==> config.mk <==
export PLATFORM = sky130hd
export DESIGN_NAME = spi_nn_master
export DESIGN_NICKNAME = d
export VERILOG_FILES = /design/src/rtl/spi_nn_master.sv
export SDC_FILE = /design/constraint.sdc
export NUM_CORES = 1
export LEC_CHECK = 0
export CAP_MARGIN = 30
export CORE_MARGIN = 8
export CORE_UTILIZATION = 56
export CTS_BUF_LIST = sky130_fd_sc_hd__clkbuf_8
export DETAILED_ROUTE_END_ITERATION = 7
export PLACE_DENSITY = 0.88
export SLEW_MARGIN = 10
export SYNTH_ARGS = -nofsm -noshare
export SYNTH_HDL_FRONTEND = slang
export SYNTH_SLANG_ARGS = --single-unit
==> constraint.sdc <==
create_clock -name clk -period 1.9 [get_ports clk]
set_input_delay 0.19 -clock clk [delete_from_list [all_inputs] [get_ports clk]]
set_output_delay 0.19 -clock clk [all_outputs]
set_load 0.1 [all_outputs]
==> src/rtl/spi_nn_master.sv <==
// SPI initiator: turns one command into a 32-bit {rw,addr,data} mode-0 frame, MSB first.
// Latency: ss_n low for 66*HALF_DIV clk cycles; next command GAP_CYCLES cycles after ss_n rises.
// Backpressure: cmd_ready high only in IDLE; requester holds cmd_* until accepted.
module spi_nn_master #(
  parameter int HALF_DIV   = 2,
  parameter int GAP_CYCLES = 4
) (
  input  logic        clk,
  input  logic        rst_n,
  input  logic        cmd_valid,
  output logic        cmd_ready,
  input  logic        cmd_rw,
  input  logic [6:0]  cmd_addr,
  input  logic [23:0] cmd_wdata,
  output logic        rsp_valid,
  output logic        rsp_rw,
  output logic [23:0] rsp_rdata,
  output logic        busy,
  output logic        sclk,
  output logic        ss_n,
  output logic        mosi,
  input  logic        miso
);

  localparam int CNT_MAX = (HALF_DIV > GAP_CYCLES) ? HALF_DIV : GAP_CYCLES;
  localparam int DIV_W   = $clog2(CNT_MAX + 1);
  // Last count value of one sclk half-period.
  localparam logic [DIV_W-1:0] HALF_LAST = DIV_W'(HALF_DIV - 1);
  // GAP state covers GAP_CYCLES-1 cycles; the mandatory IDLE cycle completes the gap.
  localparam logic [DIV_W-1:0] GAP_LAST  = DIV_W'((GAP_CYCLES > 1) ? GAP_CYCLES - 2 : 0);

  typedef enum logic [2:0] {
    IDLE,
    LEAD,
    SHIFT,
    TRAIL,
    GAP
  } state_t;

  state_t           state;
  logic [DIV_W-1:0] div_cnt;
  logic [5:0]       bit_cnt;
  // Remaining frame bits 30:0; bit 31 (rw) goes straight to mosi at acceptance.
  logic [30:0]      packet;
  // Only the last 24 samples matter, older ones fall off the top.
  logic [23:0]      shift_in;
  logic             rw_lat;

  assign cmd_ready = (state == IDLE);
  assign busy      = (state != IDLE);

  // Frame sequencer: all SPI pins and response outputs are registered here.
  always_ff @(posedge clk) begin
    if (!rst_n) begin
      state     <= IDLE;
      div_cnt   <= '0;
      bit_cnt   <= '0;
      packet    <= '0;
      shift_in  <= '0;
      rw_lat    <= 1'b0;
      sclk      <= 1'b0;
      ss_n      <= 1'b1;
      mosi      <= 1'b0;
      rsp_valid <= 1'b0;
      rsp_rw    <= 1'b0;
      rsp_rdata <= '0;
    end else begin
      rsp_valid <= 1'b0;
      case (state)
        IDLE: begin
          if (cmd_valid) begin
            packet  <= {cmd_addr, cmd_wdata};
            rw_lat  <= cmd_rw;
            mosi    <= cmd_rw;
            ss_n    <= 1'b0;
            bit_cnt <= '0;
            div_cnt <= '0;
            state   <= LEAD;
          end
        end
        LEAD: begin
          if (div_cnt == HALF_LAST) begin
            div_cnt  <= '0;
            sclk     <= 1'b1;
            shift_in <= {shift_in[22:0], miso};
            bit_cnt  <= 6'd1;
            state    <= SHIFT;
          end else begin
            div_cnt <= div_cnt + 1'b1;
          end
        end
        SHIFT: begin
          if (div_cnt != HALF_LAST) begin
            div_cnt <= div_cnt + 1'b1;
          end else begin
            div_cnt <= '0;
            if (sclk) begin
              // Falling edge: present the next bit, or park mosi after the last one.
              sclk <= 1'b0;
              if (bit_cnt == 6'd32) begin
                mosi <= 1'b0;
              end else begin
                mosi   <= packet[30];
                packet <= {packet[29:0], 1'b0};
              end
            end else if (bit_cnt == 6'd32) begin
              // Final low phase done; hold select for the trailing half-period.
              state <= TRAIL;
            end else begin
              sclk     <= 1'b1;
              shift_in <= {shift_in[22:0], miso};
              bit_cnt  <= bit_cnt + 1'b1;
            end
          end
        end
        TRAIL: begin
          if (div_cnt == HALF_LAST) begin
            div_cnt   <= '0;
            ss_n      <= 1'b1;
            rsp_valid <= 1'b1;
            rsp_rw    <= rw_lat;
            rsp_rdata <= shift_in;
            state     <= (GAP_CYCLES > 1) ? GAP : IDLE;
          end else begin
            div_cnt <= div_cnt + 1'b1;
          end
        end
        GAP: begin
          if (div_cnt == GAP_LAST) begin
            div_cnt <= '0;
            state   <= IDLE;
          end else begin
            div_cnt <= div_cnt + 1'b1;
          end
        end
        default: state <= IDLE;
      endcase
    end
  end

endmodule

==> results of run 1 <==
-- registers in the layout (all words and copies together) (netlist names) --
signal and count:
div_cnt 3, rsp_rw 1, rw_lat 1, ss_n 1, rsp_valid 1, state 3
packet 31, shift_in 24, rsp_rdata 24, bit_cnt 6, mosi 1, sclk 1
-- synthesized netlist by cell type (all sizes together), types with 4 or more instances --
| cell type | n | share of area, % |
|---|---|---|
| mux2 | 30 | 7.5 |
| nand2 | 124 | 10 |
| nor3 | 4 | 0.45 |
| clkbuf | 19 | 1.6 |
| o31ai | 4 | 0.67 |
| mux2i | 30 | 6.7 |
| a21oi | 60 | 6.7 |
| inv | 6 | 0.50 |
| nand3 | 30 | 3.3 |
| o21ai | 34 | 3.8 |
| dfxtp | 97 | 43 |
| and3 | 4 | 0.56 |
| a31oi | 6 | 0.97 |
| nor2 | 8 | 0.67 |
| nor4 | 4 | 0.89 |
| buf | 25 | 3.3 |
-- cells by family after synthesis --
kind of cell / Yosys count / synth area share (%)
adder cells (fa/ha/maj): 2 / 0.556
buffers and inverters: 50 / 5.37
AND/OR/NAND/NOR: 198 / 21.3
XOR/XNOR: 2 / 0.390
flip-flops: 97 / 43.2
multiplexers: 60 / 14.2
AO/OA/AOI/OAI: 116 / 15.0
-- final timing paths --
path,to,slack [ns]
worst max register to register,bit_cnt[0]$_SDFFE_PN0P_,0.10
worst min register to register,rsp_rdata[18]$_SDFFE_PN0P_,0.46
worst min-delay path,ss_n$_SDFFE_PN1P_,0.27
worst max-delay path,cmd_ready,0.08
-- metrics by stage --
stage	worst slack [ns]	util (%)	total power, mW	cells	hold slack [ns]
finish	0.0850	71.1	4.20	692	0.267
CTS	0.00415	71.0	4.24	692	0.256
global route	0.00891	71.1	4.39	692	0.292
global placement	0.117	68.1	2.79	676	0.440
floorplan	-0.0250	-	2.61	525	0.326
detailed placement	0.0750	68.1	2.81	676	0.448
-- routing by layer --
| layer | global-route usage [%] | share of wire [%] | vias up |
|---|---|---|---|
| li1 | - | - | 1942 |
| met1 | 21.6 | 43 | 1852 |
| met4 | 7.94 | 1.5 | 0 |
| met5 | 0 | 0 | - |
| met3 | 3.11 | 4.5 | 13 |
| met2 | 32.1 | 51 | 104 |
-- worst max-delay path, stage by stage, from the launching register on --
cell        delay, ns
dfxtp_2          0.37
buf_4            0.18
or3_4            0.43
clkinvlp_4       0.12
buf_12           0.17
-- report_power, final --
part | internal, mW | switching [mW] | leakage (nW)
clock network | 0.649 | 0.784 | 0.111
logic | 0.283 | 0.343 | 1.24
registers | 2.10 | 0.0419 | 0.790
total | 3.03 | 1.17 | 2.15
-- final cells by class --
cell class	count	area share (%)
clock buffer	9	2.24
clock inverter	7	1.81
inverter	6	0.476
multi-input combinational	378	42.1
sequential	97	35.4
tap	102	2.31
timing repair buffer	93	15.7
==> flow_metrics.py, run 1 <==
metrics = {
    "status": {
        "outcome": "complete, no violations",
    },
    "layout": {
        "layout.nets": 623,
        "fillCellCount": 584,
        "design_area_mm2": 0.00552,
        "diodes": 0,
        "multi_input_area_mm2": 0.00232,
        "final_common_cell": "nand2_1",
        "seq_area_mm2": 0.00195,
        "area_delta_synth_final_pct": 22.8,
        "final_cell_mix": "nand2_1, dfxtp_1, a21oi_1",
        "drive_above_1_share_pct": 19.2,
    },
    "critical_path": {
        "critPathKind": "flip-flop to output pin",
        "startpoint_type": "flip-flop",
        "cp.required_ns": 1.71,
        "critPathArrivalTime_ns": 1.63,
        "r2r_cells": 6,
        "startpoint": "state[1]$_SDFFE_PN0P_",
        "rr_startpoint": "bit_cnt[0]$_SDFFE_PN0P_",
        "path_max_fanout": 9,
        "endpoint_kind": "output pin",
    },
    "timing": {
        "layout_min_cycle_time_ns": 1.82,
        "finalCritPeriodShare_pct": 95.5,
        "setup_tns_ns": 0,
        "worstMarginPinSlew_ns": 0.530,
        "rsz0062_at_grt": "false",
        "setup_violations": 0,
        "hold_viol_final": 0,
        "timing.fmax_mhz": 551,
        "finClkSkew_ns": 0.0156,
        "slew_violations": 0,
        "slew-limit-headroom_pct": 64.7,
    },
    "cts": {
        "hold_buffers": 0,
        "clkTransAtPathRegs_ns": 0.10,
        "cts_tree": "yes",
        "worstSkewPairLatency_ns": 0.37,
        "clock_path_buffers": 2,
        "cts_setup_buffers": 0,
        "htree_levels": 3,
        "cts_resized": 0,
        "cts_buffers": 9,
        "root_buffer": "clkbuf_8",
        "numClockSinks": 97,
    },
    "floorplanning": {
        "rows": 32,
        "die_h_um": 106,
        "initial_core_util_pct": 57.9,
        "coreArea_mm2": 0.00777,
        "dieArea_mm2": 0.0112,
        "die_w_um": 106,
        "io_pins": 67,
    },
    "hold_path": {
        "hold_depth": 2,
        "hold_start": "rst_n",
        "hp-class": "primary input to flip-flop",
    },
    "global_route": {
        "grt_pass1_vias": 3802,
        "antenna_found_initial": 0,
        "grt_pass1_wl_um": 17400,
        "grt_max_degree": 59,
        "grt_usage_pct": 18.3,
        "overflow": 0,
    },
    "flow_run": {
        "maxCapViolCount": 0,
    },
    "place": {
        "post_dp_cell_area_mm2": 0.00529,
        "place_congestion": 0.890,
        "dpl.hpwl_um": 6770,
        "portBuffers": 66,
    },
    "power": {
        "pwr_density_cell_mw_per_mm2": 761,
        "p_leak_nw": 2.15,
        "peakVddDrop_uv": 378,
    },
    "route": {
        "drt_iter0_drc": 213,
        "wirelength_um": 10200,
        "drtPass1Iterations": 4,
        "vias": 3911,
        "routedWlPerCell_um": 14.8,
        "drcViolationCount": 0,
        "viasPerCell": 5.65,
        "ant_nets": 0,
    },
    "synth": {
        "synth_edf_count": 0,
        "ys_warn_count": 0,
        "syn_nets": 563,
        "async_reset_ff_share_pct": 0,
        "avgSynthCellArea_um2": 8.57,
        "netlist_instances": 525,
        "synth-seq-cells": 97,
        "synth_area_mm2": 0.00450,
        "ys_seq_area_share_pct": 43.2,
        "synth.distinct_cells": 50,
        "synthFlopType": "dfxtp_1",
    },
}
Power figures use the tool's default switching activity.
==> run 2: changes to the inputs <==
--- a/config.mk
+++ b/config.mk
@@ -6,7 +6,7 @@
 export NUM_CORES = 1
 export LEC_CHECK = 0
 export CAP_MARGIN = 30
-export CORE_MARGIN = 8
+export CORE_MARGIN = 4
 export CORE_UTILIZATION = 56
 export CTS_BUF_LIST = sky130_fd_sc_hd__clkbuf_8
 export DETAILED_ROUTE_END_ITERATION = 7
==> flow_metrics.py, run 2 (synthesis results as in run 1) <==
metrics = {
    "place": {
        "place_ws_ns": 0.0759,
        "dp_cells": 679,
        "portBuffers": 66,
        "place_congestion": 0.888,
        "dpl.hpwl_um": 7010,
    },
    "critical_path": {
        "endpoint": "cmd_ready",
        "cpMaxStageDelayCell": "or3_4",
        "rr_startpoint": "bit_cnt[1]$_SDFFE_PN0P_",
        "startpoint_type": "flip-flop",
        "rr_endpoint": "bit_cnt[0]$_SDFFE_PN0P_",
        "path_cells": "buf_4, or3_4, clkinvlp_4, buf_12",
        "critPathMaxStageDelay_ns": 0.44,
        "critPathArrivalTime_ns": 1.65,
        "critPathKind": "flip-flop to output pin",
        "cp_num_cells": 4,
        "path_max_fanout": 13,
        "r2r_cells": 6,
        "startpoint": "state[0]$_SDFFE_PN0P_",
        "rrSetupSlack_ns": 0.09,
        "path_buf_inv": 3,
        "worst_path_dominant_cell_family": "buffers and inverters",
        "endpoint_kind": "output pin",
        "cp.required_ns": 1.71,
    },
    "power": {
        "peakVddDrop_uv": 437,
        "swShare_pct": 27.5,
        "p_leak_nw": 2.17,
        "clock_power_share_pct": 34.2,
        "power_frac_seq_pct": 50.5,
        "switchingPower_mw": 1.17,
        "combPwrFrac_pct": 15.3,
        "power.internal_mw": 3.07,
        "pwr_density_cell_mw_per_mm2": 764,
    },
    "timing": {
        "holdWs_ns": 0.161,
        "rsz0062_at_grt": "false",
        "timing.fmax_mhz": 542,
        "finalCritPeriodShare_pct": 97.1,
        "finClkSkew_ns": 0.0138,
        "slew_violations": 0,
        "setup_tns_ns": 0,
        "slew-limit-headroom_pct": 62.9,
        "timing.final.ws_setup_ns": 0.0559,
        "worstMarginPinSlew_ns": 0.557,
        "setup_violations": 0,
        "hold_viol_final": 0,
        "layout_min_cycle_time_ns": 1.84,
    },
    "layout": {
        "reg_top3": "packet: 31 flops, rsp_rdata: 24 flops, shift_in: 24 flops",
        "fin_cells": 696,
        "final_common_cell": "nand2_1",
        "regMostFlops": "packet",
        "largest_register_ffs": 31,
        "fillCellCount": 586,
        "drive_above_1_share_pct": 20.0,
        "area_delta_synth_final_pct": 23.4,
        "diodes": 0,
        "layout.nets": 627,
        "multi_input_area_mm2": 0.00233,
        "seq_area_mm2": 0.00195,
        "final_cell_mix": "nand2_1, dfxtp_1, a21oi_1",
    },
    "route": {
        "route.met2.wl_um": 5220,
        "drt_iter0_drc": 269,
        "routedWlPerCell_um": 14.9,
        "dr_wl_met3_um": 442,
        "vias": 3957,
        "ant_nets": 0,
        "wl_met1_um": 4420,
        "drtPass1Iterations": 5,
        "drcViolationCount": 0,
        "routed.top_layer": "met4",
        "viasPerCell": 5.69,
        "wirelength_um": 10400,
    },
    "cts": {
        "clkTransAtPathRegs_ns": 0.10,
        "hold_buffers": 0,
        "cts_tree": "yes",
        "cts_buffers": 9,
        "numClockSinks": 97,
        "clock_path_buffers": 2,
        "root_buffer": "clkbuf_8",
        "worstSkewPairLatency_ns": 0.37,
        "htree_levels": 3,
    },
    "global_route": {
        "antenna_found_initial": 0,
        "grt_usage_pct": 21.9,
        "grt_pass1_wl_um": 17700,
        "overflow": 0,
        "grt_pass1_vias": 3904,
        "grt_max_degree": 59,
    },
    "flow_run": {
        "maxCapViolCount": 0,
    },
    "hold_path": {
        "hold_depth": 2,
        "hp-class": "primary input to flip-flop",
    },
    "floorplanning": {
        "coreArea_mm2": 0.00777,
        "die_h_um": 97.6,
        "dieArea_mm2": 0.00953,
        "initial_core_util_pct": 57.9,
        "rows": 32,
        "io_pins": 67,
        "die_w_um": 97.6,
    },
    "status": {
        "outcome": "complete, no violations",
    },
}
## run 2: cell count changes in the layout (fill, tap and decap cells not counted)
cell,previous run,this run
a21oi_1,60,59
a21oi_2,0,1
buf_12,7,6
buf_4,51,54
buf_6,0,2
clkbuf_8,9,10
clkinv_4,2,0
clkinv_8,2,1
dfxtp_2,3,4
dfxtp_4,2,1
inv_4,0,1
inv_8,1,2
or4_1,1,0
or4_4,0,1
## run 2: timing repair
| item | in CTS | in global routing |
|---|---|---|
| setup endpoints to repair | 0 | 17 |
| setup buffers | 0 | 1 |
| gates resized for setup | 0 | 6 |
## run 2: layout make-up
| class | instances | area share, % |
|---|---|---|
| clock inverter | 6 | 1.51 |
| clock buffer | 10 | 2.48 |
| tap | 102 | 2.30 |
| multi-input combinational | 378 | 42.0 |
| sequential | 97 | 35.2 |
| timing repair buffer | 97 | 16.1 |
| inverter | 6 | 0.474 |
## run 2: worst min path at each step
stage	startpoint	slack [ns]	to
floorplan	cmd_rw	0.33	rw_lat$_SDFFE_PN0P_
global placement	packet[26]$_SDFFE_PN0P_	0.44	packet[26]$_SDFFE_PN0P_
detailed placement	rw_lat$_SDFFE_PN0P_	0.45	rsp_rw$_SDFFE_PN0P_
CTS	rst_n	0.15	ss_n$_SDFFE_PN1P_
global route	rst_n	0.18	ss_n$_SDFFE_PN1P_
finish	rst_n	0.16	ss_n$_SDFFE_PN1P_
## run 2: stage by stage
step	total power [mW]	area, um^2	util, %
6_report	4.24	5550	71.4
5_1_grt	4.40	5550	71.4
3_5_place_dp	2.82	5300	68.3
4_1_cts	4.25	5520	71.1
3_3_place_gp	2.79	5300	68.3
2_1_floorplan	2.61	4530	-
## run 2: power groups by stage
| stage | combinational [mW] | sequential, mW | clock (mW) |
|---|---|---|---|
| floorplan | 0.394 | 2.21 | 0 |
| global placement | 0.613 | 2.18 | 0 |
| detailed placement | 0.634 | 2.19 | 0 |
| CTS | 0.642 | 2.14 | 1.47 |
| global route | 0.699 | 2.15 | 1.55 |
| finish | 0.648 | 2.14 | 1.45 |
## run 2: layer usage
metal,vias up,track usage [%]
met5,-,0
met4,0,9.05
met3,23,4.24
met2,102,36.7
met1,1875,27.4
li1,1957,-
